**src/rtl/jt5205_enc_if.sv**
```systemverilog
// Sample-in / code-out bus of the jt5205 ADPCM encoder.
// Handshake: a sample moves on a clk edge where cen=1, din_valid=1 and
// din_ready=1 (flush and restart low). The source holds din/din_valid
// until then. code_valid and dout_valid are single-clk pulses with no
// back-pressure.
interface jt5205_enc_if;
   logic [11:0] din;
   logic        din_valid;
   logic        din_ready;
   logic        flush;
   logic [3:0]  code;
   logic        code_valid;
   logic [11:0] pred;
   logic [5:0]  idx;
   logic [7:0]  dout;
   logic        dout_valid;

   modport master (
      output din, din_valid, flush,
      input  din_ready, code, code_valid, pred, idx, dout, dout_valid
   );

   modport slave (
      input  din, din_valid, flush,
      output din_ready, code, code_valid, pred, idx, dout, dout_valid
   );
endinterface

```
**src/rtl/jt5205_enc.sv**
```systemverilog
// OKI/MSM5205-compatible 4-bit ADPCM encoder. One code bit is resolved
// per cen edge (B2, B1, B0), then the predictor and step index are updated
// exactly as a non-interpolating jt5205 decoder would. Codes are packed in
// pairs into bytes in PCM-ROM order.
module jt5205_enc #(
   parameter bit PACK_HI_FIRST = 1'b1,
   parameter int INIT_IDX      = 0
) (
   input  logic        clk,
   input  logic        rst,
   input  logic        cen,
   input  logic        restart,
   jt5205_enc_if.slave bus,
   output logic [2:0]  state_dbg
);
   localparam logic [2:0] S_IDLE = 3'd0;
   localparam logic [2:0] S_B2   = 3'd1;
   localparam logic [2:0] S_B1   = 3'd2;
   localparam logic [2:0] S_B0   = 3'd3;
   localparam logic [2:0] S_UPD  = 3'd4;
   localparam logic [5:0] IDX0   = 6'(INIT_IDX);

   function automatic logic [10:0] step_of(input logic [5:0] i);
      case (i)
         6'd0:  return 11'd16;   6'd1:  return 11'd17;   6'd2:  return 11'd19;
         6'd3:  return 11'd21;   6'd4:  return 11'd23;   6'd5:  return 11'd25;
         6'd6:  return 11'd28;   6'd7:  return 11'd31;   6'd8:  return 11'd34;
         6'd9:  return 11'd37;   6'd10: return 11'd41;   6'd11: return 11'd45;
         6'd12: return 11'd50;   6'd13: return 11'd55;   6'd14: return 11'd60;
         6'd15: return 11'd66;   6'd16: return 11'd73;   6'd17: return 11'd80;
         6'd18: return 11'd88;   6'd19: return 11'd97;   6'd20: return 11'd107;
         6'd21: return 11'd118;  6'd22: return 11'd130;  6'd23: return 11'd143;
         6'd24: return 11'd157;  6'd25: return 11'd173;  6'd26: return 11'd190;
         6'd27: return 11'd209;  6'd28: return 11'd230;  6'd29: return 11'd253;
         6'd30: return 11'd279;  6'd31: return 11'd307;  6'd32: return 11'd337;
         6'd33: return 11'd371;  6'd34: return 11'd408;  6'd35: return 11'd449;
         6'd36: return 11'd494;  6'd37: return 11'd544;  6'd38: return 11'd598;
         6'd39: return 11'd658;  6'd40: return 11'd724;  6'd41: return 11'd796;
         6'd42: return 11'd876;  6'd43: return 11'd963;  6'd44: return 11'd1060;
         6'd45: return 11'd1166; 6'd46: return 11'd1282; 6'd47: return 11'd1411;
         default: return 11'd1552;
      endcase
   endfunction

   // Places the earlier code in the slot the decoder reads first.
   function automatic logic [7:0] pack(input logic [3:0] first, input logic [3:0] second);
      return PACK_HI_FIRST ? {first, second} : {second, first};
   endfunction

   logic [2:0]  state_q, state_d;
   logic        sign_q, sign_d;
   logic [11:0] d_q, d_d;
   logic [10:0] st_q, st_d;
   logic [11:0] vp_q, vp_d;
   logic [2:0]  cb_q, cb_d;
   logic [11:0] pred_q, pred_d;
   logic [5:0]  idx_q, idx_d;
   logic [3:0]  code_q, code_d;
   logic        code_valid_q, code_valid_d;
   logic [7:0]  dout_q, dout_d;
   logic        dout_valid_q, dout_valid_d;
   logic        phase_q, phase_d;
   logic [3:0]  first_q, first_d;

   logic signed [12:0] diff;
   logic [11:0]        mag;
   logic [10:0]        st_sel;
   logic [11:0]        st_full, st_half, st_quarter;
   logic signed [13:0] pred_sum;
   logic signed [7:0]  adj;
   logic signed [7:0]  idx_sum;
   logic [3:0]         code_new;

   // Next-state logic: successive-approximation FSM, predictor update and packing.
   always_comb begin
      state_d      = state_q;
      sign_d       = sign_q;
      d_d          = d_q;
      st_d         = st_q;
      vp_d         = vp_q;
      cb_d         = cb_q;
      pred_d       = pred_q;
      idx_d        = idx_q;
      code_d       = code_q;
      code_valid_d = 1'b0;
      dout_d       = dout_q;
      dout_valid_d = 1'b0;
      phase_d      = phase_q;
      first_d      = first_q;

      diff       = $signed({bus.din[11], bus.din}) - $signed({pred_q[11], pred_q});
      mag        = diff[12] ? 12'(-diff) : diff[11:0];
      st_sel     = step_of(idx_q);
      st_full    = {1'b0, st_q};
      st_half    = {2'b00, st_q[10:1]};
      st_quarter = {3'b000, st_q[10:2]};
      code_new   = {sign_q, cb_q};

      // 14 bits hold pred +/- 2910 without wrapping before saturation.
      pred_sum = sign_q ? $signed({{2{pred_q[11]}}, pred_q}) - $signed({2'b00, vp_q})
                        : $signed({{2{pred_q[11]}}, pred_q}) + $signed({2'b00, vp_q});
      adj      = cb_q[2] ? $signed({5'd0, cb_q[1:0], 1'b0}) + 8'sd2 : -8'sd1;
      idx_sum  = $signed({2'b00, idx_q}) + adj;

      if (cen) begin
         case (state_q)
            S_IDLE: begin
               if (bus.flush && phase_q) begin
                  dout_d       = pack(first_q, 4'h0);
                  dout_valid_d = 1'b1;
                  phase_d      = 1'b0;
               end else if (bus.din_valid) begin
                  sign_d  = diff[12];
                  d_d     = mag;
                  st_d    = st_sel;
                  vp_d    = {4'd0, st_sel[10:3]};
                  cb_d    = 3'd0;
                  state_d = S_B2;
               end
            end
            S_B2: begin
               if (d_q >= st_full) begin
                  cb_d[2] = 1'b1;
                  d_d     = d_q - st_full;
                  vp_d    = vp_q + st_full;
               end
               state_d = S_B1;
            end
            S_B1: begin
               if (d_q >= st_half) begin
                  cb_d[1] = 1'b1;
                  d_d     = d_q - st_half;
                  vp_d    = vp_q + st_half;
               end
               state_d = S_B0;
            end
            S_B0: begin
               if (d_q >= st_quarter) begin
                  cb_d[0] = 1'b1;
                  vp_d    = vp_q + st_quarter;
               end
               state_d = S_UPD;
            end
            S_UPD: begin
               if (pred_sum > 14'sd2047)       pred_d = 12'h7ff;
               else if (pred_sum < -14'sd2048) pred_d = 12'h800;
               else                            pred_d = pred_sum[11:0];
               if (idx_sum < 8'sd0)        idx_d = 6'd0;
               else if (idx_sum > 8'sd48)  idx_d = 6'd48;
               else                        idx_d = idx_sum[5:0];
               code_d       = code_new;
               code_valid_d = 1'b1;
               if (phase_q) begin
                  dout_d       = pack(first_q, code_new);
                  dout_valid_d = 1'b1;
               end else begin
                  first_d = code_new;
               end
               phase_d = ~phase_q;
               state_d = S_IDLE;
            end
            default: state_d = S_IDLE;
         endcase
      end

      // Soft reset wins over any in-flight work, with or without cen.
      if (restart) begin
         state_d      = S_IDLE;
         pred_d       = 12'd0;
         idx_d        = IDX0;
         phase_d      = 1'b0;
         first_d      = first_q;
         code_d       = code_q;
         code_valid_d = 1'b0;
         dout_d       = dout_q;
         dout_valid_d = 1'b0;
      end
   end

   // State and datapath registers.
   always_ff @(posedge clk or posedge rst) begin
      if (rst) begin
         state_q      <= S_IDLE;
         sign_q       <= 1'b0;
         d_q          <= 12'd0;
         st_q         <= 11'd0;
         vp_q         <= 12'd0;
         cb_q         <= 3'd0;
         pred_q       <= 12'd0;
         idx_q        <= IDX0;
         code_q       <= 4'd0;
         code_valid_q <= 1'b0;
         dout_q       <= 8'd0;
         dout_valid_q <= 1'b0;
         phase_q      <= 1'b0;
         first_q      <= 4'd0;
      end else begin
         state_q      <= state_d;
         sign_q       <= sign_d;
         d_q          <= d_d;
         st_q         <= st_d;
         vp_q         <= vp_d;
         cb_q         <= cb_d;
         pred_q       <= pred_d;
         idx_q        <= idx_d;
         code_q       <= code_d;
         code_valid_q <= code_valid_d;
         dout_q       <= dout_d;
         dout_valid_q <= dout_valid_d;
         phase_q      <= phase_d;
         first_q      <= first_d;
      end
   end

   assign bus.din_ready  = (state_q == S_IDLE);
   assign bus.code       = code_q;
   assign bus.code_valid = code_valid_q;
   assign bus.pred       = pred_q;
   assign bus.idx        = idx_q;
   assign bus.dout       = dout_q;
   assign bus.dout_valid = dout_valid_q;
   assign state_dbg      = state_q;
endmodule

```
**src/flat_wrapper.sv**
```systemverilog
// flat-port wrapper written by rule: the top's interface ports become plain ports
module jt5205_enc_flat 
#(
   parameter bit PACK_HI_FIRST = 1'b1,
   parameter int INIT_IDX      = 0
)
  (clk, rst, cen, restart, state_dbg, bus_din, bus_din_valid, bus_flush, bus_din_ready, bus_code, bus_code_valid, bus_pred, bus_idx, bus_dout, bus_dout_valid);
  jt5205_enc_if bus_i ();
  input  logic clk;
  input  logic rst;
  input  logic cen;
  input  logic restart;
  output logic [2:0] state_dbg;
  input wire logic [$bits(bus_i.din)-1:0] bus_din;
  input wire logic [$bits(bus_i.din_valid)-1:0] bus_din_valid;
  input wire logic [$bits(bus_i.flush)-1:0] bus_flush;
  output wire logic [$bits(bus_i.din_ready)-1:0] bus_din_ready;
  output wire logic [$bits(bus_i.code)-1:0] bus_code;
  output wire logic [$bits(bus_i.code_valid)-1:0] bus_code_valid;
  output wire logic [$bits(bus_i.pred)-1:0] bus_pred;
  output wire logic [$bits(bus_i.idx)-1:0] bus_idx;
  output wire logic [$bits(bus_i.dout)-1:0] bus_dout;
  output wire logic [$bits(bus_i.dout_valid)-1:0] bus_dout_valid;
  assign bus_i.din = bus_din;
  assign bus_i.din_valid = bus_din_valid;
  assign bus_i.flush = bus_flush;
  assign bus_din_ready = bus_i.din_ready;
  assign bus_code = bus_i.code;
  assign bus_code_valid = bus_i.code_valid;
  assign bus_pred = bus_i.pred;
  assign bus_idx = bus_i.idx;
  assign bus_dout = bus_i.dout;
  assign bus_dout_valid = bus_i.dout_valid;
  jt5205_enc #(.PACK_HI_FIRST(PACK_HI_FIRST), .INIT_IDX(INIT_IDX)) u_core (.clk(clk), .rst(rst), .cen(cen), .restart(restart), .bus(bus_i), .state_dbg(state_dbg));
endmodule
```
**config.mk**
```make
export PLATFORM = sky130hd
export DESIGN_NAME = jt5205_enc_flat
export DESIGN_NICKNAME = d
export VERILOG_FILES = /design/src/rtl/jt5205_enc_if.sv /design/src/rtl/jt5205_enc.sv /design/src/flat_wrapper.sv
export SDC_FILE = /design/constraint.sdc
export NUM_CORES = 1
export LEC_CHECK = 0
export ABC_AREA = 1
export CAP_MARGIN = 5
export CORE_MARGIN = 5
export CORE_UTILIZATION = 30
export CTS_CLUSTER_SIZE = 20
export DETAILED_ROUTE_END_ITERATION = 7
export PLACE_DENSITY = 0.47
export SLEW_MARGIN = 20
export SYNTH_ARGS = -nofsm -noshare
export SYNTH_HDL_FRONTEND = slang
export SYNTH_SLANG_ARGS = --single-unit
```
**constraint.sdc**
```tcl
create_clock -name clk -period 3.8 [get_ports clk]
set_input_delay 0.76 -clock clk [delete_from_list [all_inputs] [get_ports clk]]
set_output_delay 0.76 -clock clk [all_outputs]
set_load 0.02 [all_outputs]
```
==> results of run 1 <==
worst paths after layout:
| path | from | endpoint | slack, ps | depth (start not counted) |
|---|---|---|---|---|
| min | u_core.bus.code[3]$_DFFE_PP0P_ | u_core.bus.code[3]$_DFFE_PP0P_ | 470 | 2 |
| max in group asynchronous | rst | u_core.bus.pred[5]$_DFFE_PP0P_ | 2300 | 3 |
| max | u_core.vp_q[3]$_DFFE_PP0P_ | u_core.bus.pred[1]$_DFFE_PP0P_ | 510 | 17 |
| max reg2reg | u_core.vp_q[3]$_DFFE_PP0P_ | u_core.bus.pred[1]$_DFFE_PP0P_ | 510 | 17 |
| min reg2reg | u_core.bus.code[3]$_DFFE_PP0P_ | u_core.bus.code[3]$_DFFE_PP0P_ | 470 | 2 |
| min in group asynchronous | rst | u_core.bus.dout_valid$_DFF_PP0_ | 820 | 2 |
registers in the layout (all words and copies together) (netlist names), 4 cells and up:
| name | flops |
|---|---|
| u_core.vp_q | 12 |
| u_core.bus.idx | 6 |
| u_core.bus.pred | 12 |
| u_core.bus.code | 4 |
| u_core.bus.dout | 8 |
| u_core.d_q | 12 |
| u_core.first_q | 4 |
| u_core.st_q | 11 |
synthesized netlist by cell type (5+ instances only):
library cell	number
a21boi_0	5
a21o_1	5
a21oi_1	76
a21oi_2	10
buf_2	5
buf_6	7
clkbuf_1	9
dfrtp_1	79
fa_1	6
ha_1	80
inv_1	154
inv_2	10
nand2_1	316
nand2_2	8
nand3_1	93
nand3b_1	6
nand4_1	12
nor2_1	97
nor2_2	16
nor2_4	7
nor3_1	11
o211ai_1	5
o21ai_0	85
o21ai_1	20
o221ai_1	10
o22ai_1	11
or2_2	5
xnor2_1	16
xor2_1	21
through the flow:
stage	hold slack (ps)	instance area, um2
2_1_floorplan	471	8280
3_5_place_dp	458	9200
4_1_cts	475	9530
3_3_place_gp	459	9200
5_1_grt	512	9530
6_report	472	9530
metal layers:
metal / routed length [um] / share of wire
met5: 0 / 0
met4: 439 / 0.017
met3: 865 / 0.033
met2: 12100 / 0.46
met1: 12800 / 0.49
logic make-up (layout without fill, tap and decap cells):
logic type	count (synthesis)	count (layout)	synth area share
AO/OA/AOI/OAI	253	253	0.179
multiplexers	2	2	0.00242
adder cells (fa/ha/maj)	86	86	0.135
flip-flops	79	79	0.239
XOR/XNOR	37	37	0.0391
buffers and inverters	189	243	0.0935
AND/OR/NAND/NOR	585	585	0.311
worst max-delay path, stage by stage (launching register included):
cell and delay (ps):
dfrtp_1 440, or2_1 280, nor2_1 150, nand2_1 80, o31ai_1 300, xor2_1 200, inv_1 60, ha_1 340
a21oi_1 200, o21bai_1 90, a21oi_1 200, nand3_1 90, nand2_1 70, nand2_1 50, or2_2 290, a21oi_1 230
nand2_1 90, nand2_1 70
report_power, final:
group	switching, uW	internal, uW
sequential	171	944
clock	415	591
combinational	1500	898
layout make-up:
type | instances | area, um2
Timing Repair Buffer | 60 | 596
Clock buffer | 9 | 225
Multi-Input combinational cell | 963 | 5530
Fill cell | 2927 | 17600
Sequential cell | 79 | 1980
Clock inverter | 7 | 109
Tap cell | 372 | 465
Inverter | 167 | 631
==> summary.txt, run 1 <==
DRT Pass-1 Iters = 5
RSZ-0062 raised after global routing = false
max_slew headroom = 0.392
VDD IR-drop max = 0.207 mV
dpl cells = 1641
Post-CTS Resized = 0
global placer's final weighted congestion = 0.878
CTS buffer count = 9
top post-synthesis cells by area = dfrtp_1 (24%), nand2_1 (14%), ha_1 (12%)
Leak = 0.00449 uW
Setup Viol. Count Final = 0
Syn Area/Cell = 6.73 um2
Clock Latency Late Sink = 360 ps
Post CTS Setup Buffer Count = 0
outcome = completed
GR Util met2 = 0.281
Setup crit end kind = flop
Clock Tree Buf Depth = 2
max-cap viol count = 0
main flop type after synthesis = dfrtp_1
fmax = 304 MHz
Mapped Area = 8280 um2
IO Port Bufs = 53
average wire per standard cell = 15.8 um
clk sinks = 79
Post-Route WL = 26.2 mm
global routing usage on met1 = 0.235
arrival time at the worst endpoint = 3580 ps
Yosys top cell area share = 0.239
Post-DRT Antenna Nets = 0
register area share after synthesis = 0.239
GRT Total Usage = 0.169
number of synthesis warnings = 0
critical-path maximum fanout = 5
Rows = 60
initial DRC count = 452
largest net degree at the start of global routing = 41
via count = 8109
pwr dens = 474 nW/um2
Setup WS post-layout = 512 ps
Core ar. = 27100 um2
Final Hold Viols = 0
Final #Nets = 1384
Post-Route Utilization = 0.352
DP Wirelength = 21.4 mm
synth unique cells = 57
register bit total from synthesis = 79
Post-synth EDFFs = 0
Ports = 54
total nets after synthesis = 1335
first-pass GRT wire length = 42.1 mm
met3 usage = 0.0201
Initial Utilization = 0.305
Slew @ Worst Pin = 905 ps
CP Data Required Time = 4090 ps
CTS Hold Buffers Added = 0
total power = 4520 uW
Setup crit start kind = flop
non-filler instance count after layout = 1657
GRT busiest layer = met2
layout overhead on the synthesized area = 15.1%
Die Area = 31000 um2
CTS tree = yes
worst hold path class = flop to flop
Max H-tree Level = 3
commonest cells after routing, fill and taps aside = nand2_1 (316), inv_1 (153), nor2_1 (97)
Die Span Y = 176 um
CTS clock-pin slew for the worst setup and hold paths = 70 ps
Root Driver = clkbuf_16
Final Cycle Share = 0.865
vias in the first global route = 7932
pre-CTS WS = 379 ps
Layout Skew = 9.02 ps
cell taking the most area after synthesis = dfrtp_1
async set-reset flop share out of synthesis = 1.00
DIE WIDTH = 176 um
initial antenna violation count = 0
commonest non-fill, non-tap cell in the layout = nand2_1
Final min period = 3290 ps
# diodes = 0
Final Max Tran Viols = 0
WS Path Type = flop to flop
global route overflow = 0
Final TNS setup = 0 ps
Post-Syn Instances = 1231
share of cells above drive strength 1 = 0.0732
DRC violations left = 0
routed vias/inst = 4.89
No activity file was read; power rests on OpenSTA's default activity.
==> inputs of run 2 (changes only) <==
--- a/config.mk
+++ b/config.mk
@@ -7,8 +7,10 @@
 export LEC_CHECK = 0
 export ABC_AREA = 1
 export CAP_MARGIN = 5
+export CORE_ASPECT_RATIO = 1.2
 export CORE_MARGIN = 5
 export CORE_UTILIZATION = 30
+export CTS_BUF_LIST = sky130_fd_sc_hd__clkbuf_8
 export CTS_CLUSTER_SIZE = 20
 export DETAILED_ROUTE_END_ITERATION = 7
 export PLACE_DENSITY = 0.47
==> run 2 against run 1 <==
Against the previous run: total power fell by 6.3%; non-clock buffer count rose by 5; worst setup slack got worse by 55 ps; critical path depth fell by 1; sequential share of layout area rose by 0.28 points; first-iteration DRC count fell by 8.0%; via count barely moved; final area fell by 1.3%; cell count fell by 1.6%; maximum frequency fell by 1.7%; sequential power barely moved; clock skew rose by 21 ps; critical path type unchanged; largest power group unchanged.
==> summary.txt, run 2 (same netlist as run 1, synthesis figures left out) <==
layout overhead on the synthesized area = 13.6%
CP cell instances = inv_1, ha_1, nand2_1, nor3_1, a41oi_1, xor2_1, inv_1, ha_1, a21oi_1, a21boi_0, nand3_1, xor2_1, or2_2, nand2_2, nand3b_1, nand3_1
share of cells above drive strength 1 = 0.0767
Leak = 0.00446 uW
DIE WIDTH = 162 um
Final TNS setup = 0 ps
RSZ-0062 raised after global routing = false
IO Port Bufs = 53
first-pass GRT wire length = 42.7 mm
global routing usage on met1 = 0.229
commonest non-fill, non-tap cell in the layout = nand2_1
Post-Route Utilization = 0.346
Die Span Y = 192 um
average wire per standard cell = 16.1 um
Setup Viol. Count Final = 0
Combinational Power Share = 0.570
reg2reg setup slack = 460 ps
Setup WS post-layout = 457 ps
endpoint of the worst register-to-register path = u_core.bus.pred[3]$_DFFE_PP0P_
max-cap viol count = 0
Initial Utilization = 0.305
GRT Total Usage = 0.172
Slew @ Worst Pin = 789 ps
Final #Nets = 1389
Post CTS Setup Buffer Count = 0
pwr dens = 450 nW/um2
CTS buffer count = 9
GR Util met2 = 0.301
Core ar. = 27200 um2
Final Hold Viols = 0
vias in the first global route = 7977
Max H-tree Level = 3
Layout Skew = 29.7 ps
initial antenna violation count = 0
Worst Path Buf+Inv = 2
worst hold path class = flop to flop
met3 usage = 0.0204
CTS Hold Buffers Added = 0
r2r worst-path depth = 16
internal power = 2170 uW
critical-path maximum fanout = 9
# diodes = 0
arrival time at the worst endpoint = 3660 ps
outcome = completed
Clock power frac = 0.168
global route overflow = 0
Final min period = 3340 ps
CP Data Required Time = 4110 ps
Die Area = 31000 um2
kind of cell adding the most delay to the critical path = simple AND/OR/NAND/NOR gates
max_slew headroom = 0.470
DP Wirelength = 21.3 mm
Post-Route WL = 26.2 mm
Rows = 66
CP Launch Point = u_core.vp_q[1]$_DFFE_PP0P_
initial DRC count = 416
Ports = 54
Psw = 2060 uW
WS Path Type = flop to flop
DRC violations left = 0
fmax = 299 MHz
slowest stage cell, crit path = dfrtp_1
total power = 4230 uW
Setup crit end kind = flop
Final Cycle Share = 0.880
CP Capture Point = u_core.bus.pred[3]$_DFFE_PP0P_
R2R Path Start = u_core.vp_q[1]$_DFFE_PP0P_
Clock Tree Buf Depth = 2
clk sinks = 79
CTS tree = yes
design area = 9400 um2
via count = 8114
Final Max Tran Viols = 0
Setup crit start kind = flop
routed vias/inst = 4.98
VDD IR-drop max = 0.280 mV
Levels on crit path = 16
pre-CTS WS = 419 ps
CP max stage delay = 440 ps
Seq pwr share = 0.261
GRT busiest layer = met2
Area after DPL = 9190 um2
Post-DRT Antenna Nets = 0
Post-CTS Resized = 0
largest net degree at the start of global routing = 43
Root Driver = clkbuf_8
DRT Pass-1 Iters = 5
global placer's final weighted congestion = 0.883
Clock Latency Late Sink = 400 ps
sw frac = 0.487
CTS clock-pin slew for the worst setup and hold paths = 120 ps
commonest cells after routing, fill and taps aside = nand2_1 (316), inv_1 (153), nor2_1 (97)
-- run 2: tightest hold or removal path, stage by stage (launching register included) --
cell and delay (ps):
dfrtp_1 370, nand2_1 50, nand2_1 50
-- run 2: power by group through the flow --
stage                     registers [uW]  logic (uW)  clock network [uW]
after floorplan                     1070        1860                   0
after global placement              1130        2420                   0
after detailed placement            1130        2420                   0
after CTS                           1110        2430                 734
after global routing                1130        2750                 771
final                               1110        2420                 712
-- run 2: layout make-up --
class / instances / area (um2)
fillers: 2957 / 17800
multi-input cells: 963 / 5530
flip-flops and latches: 79 / 1980
repair buffers: 65 / 633
inverters: 167 / 631
well taps: 340 / 425
clock buffers: 9 / 124
clock inverters: 7 / 86.3
-- run 2: worst min-delay path by stage --
stage,from,to,slack (ps),cells after the start
2_1_floorplan,u_core.vp_q[11]$_DFFE_PP0P_,u_core.vp_q[11]$_DFFE_PP0P_,470,2
3_3_place_gp,u_core.bus.code[3]$_DFFE_PP0P_,u_core.bus.code[3]$_DFFE_PP0P_,460,2
3_5_place_dp,u_core.bus.code[3]$_DFFE_PP0P_,u_core.bus.code[3]$_DFFE_PP0P_,470,2
4_1_cts,u_core.bus.dout[0]$_DFFE_PP0P_,u_core.bus.dout[0]$_DFFE_PP0P_,500,2
5_1_grt,u_core.bus.dout[0]$_DFFE_PP0P_,u_core.bus.dout[0]$_DFFE_PP0P_,530,2
6_report,u_core.bus.code[3]$_DFFE_PP0P_,u_core.bus.code[3]$_DFFE_PP0P_,490,2
-- run 2: per-layer routing --
layer | share of wire | routed length (um) | up-vias
met5 | 0 | 0 | -
met4 | 0.013 | 351 | 0
met3 | 0.026 | 671 | 21
met2 | 0.49 | 12800 | 110
met1 | 0.47 | 12400 | 3779
li1 | - | - | 4204
-- run 2: per-stage QoR --
step | instances | hold slack, ps
after detailed placement | 1614 | 467
after floorplan | 1231 | 471
final | 1630 | 491
after CTS | 1630 | 499
after global placement | 1614 | 460
after global routing | 1630 | 526
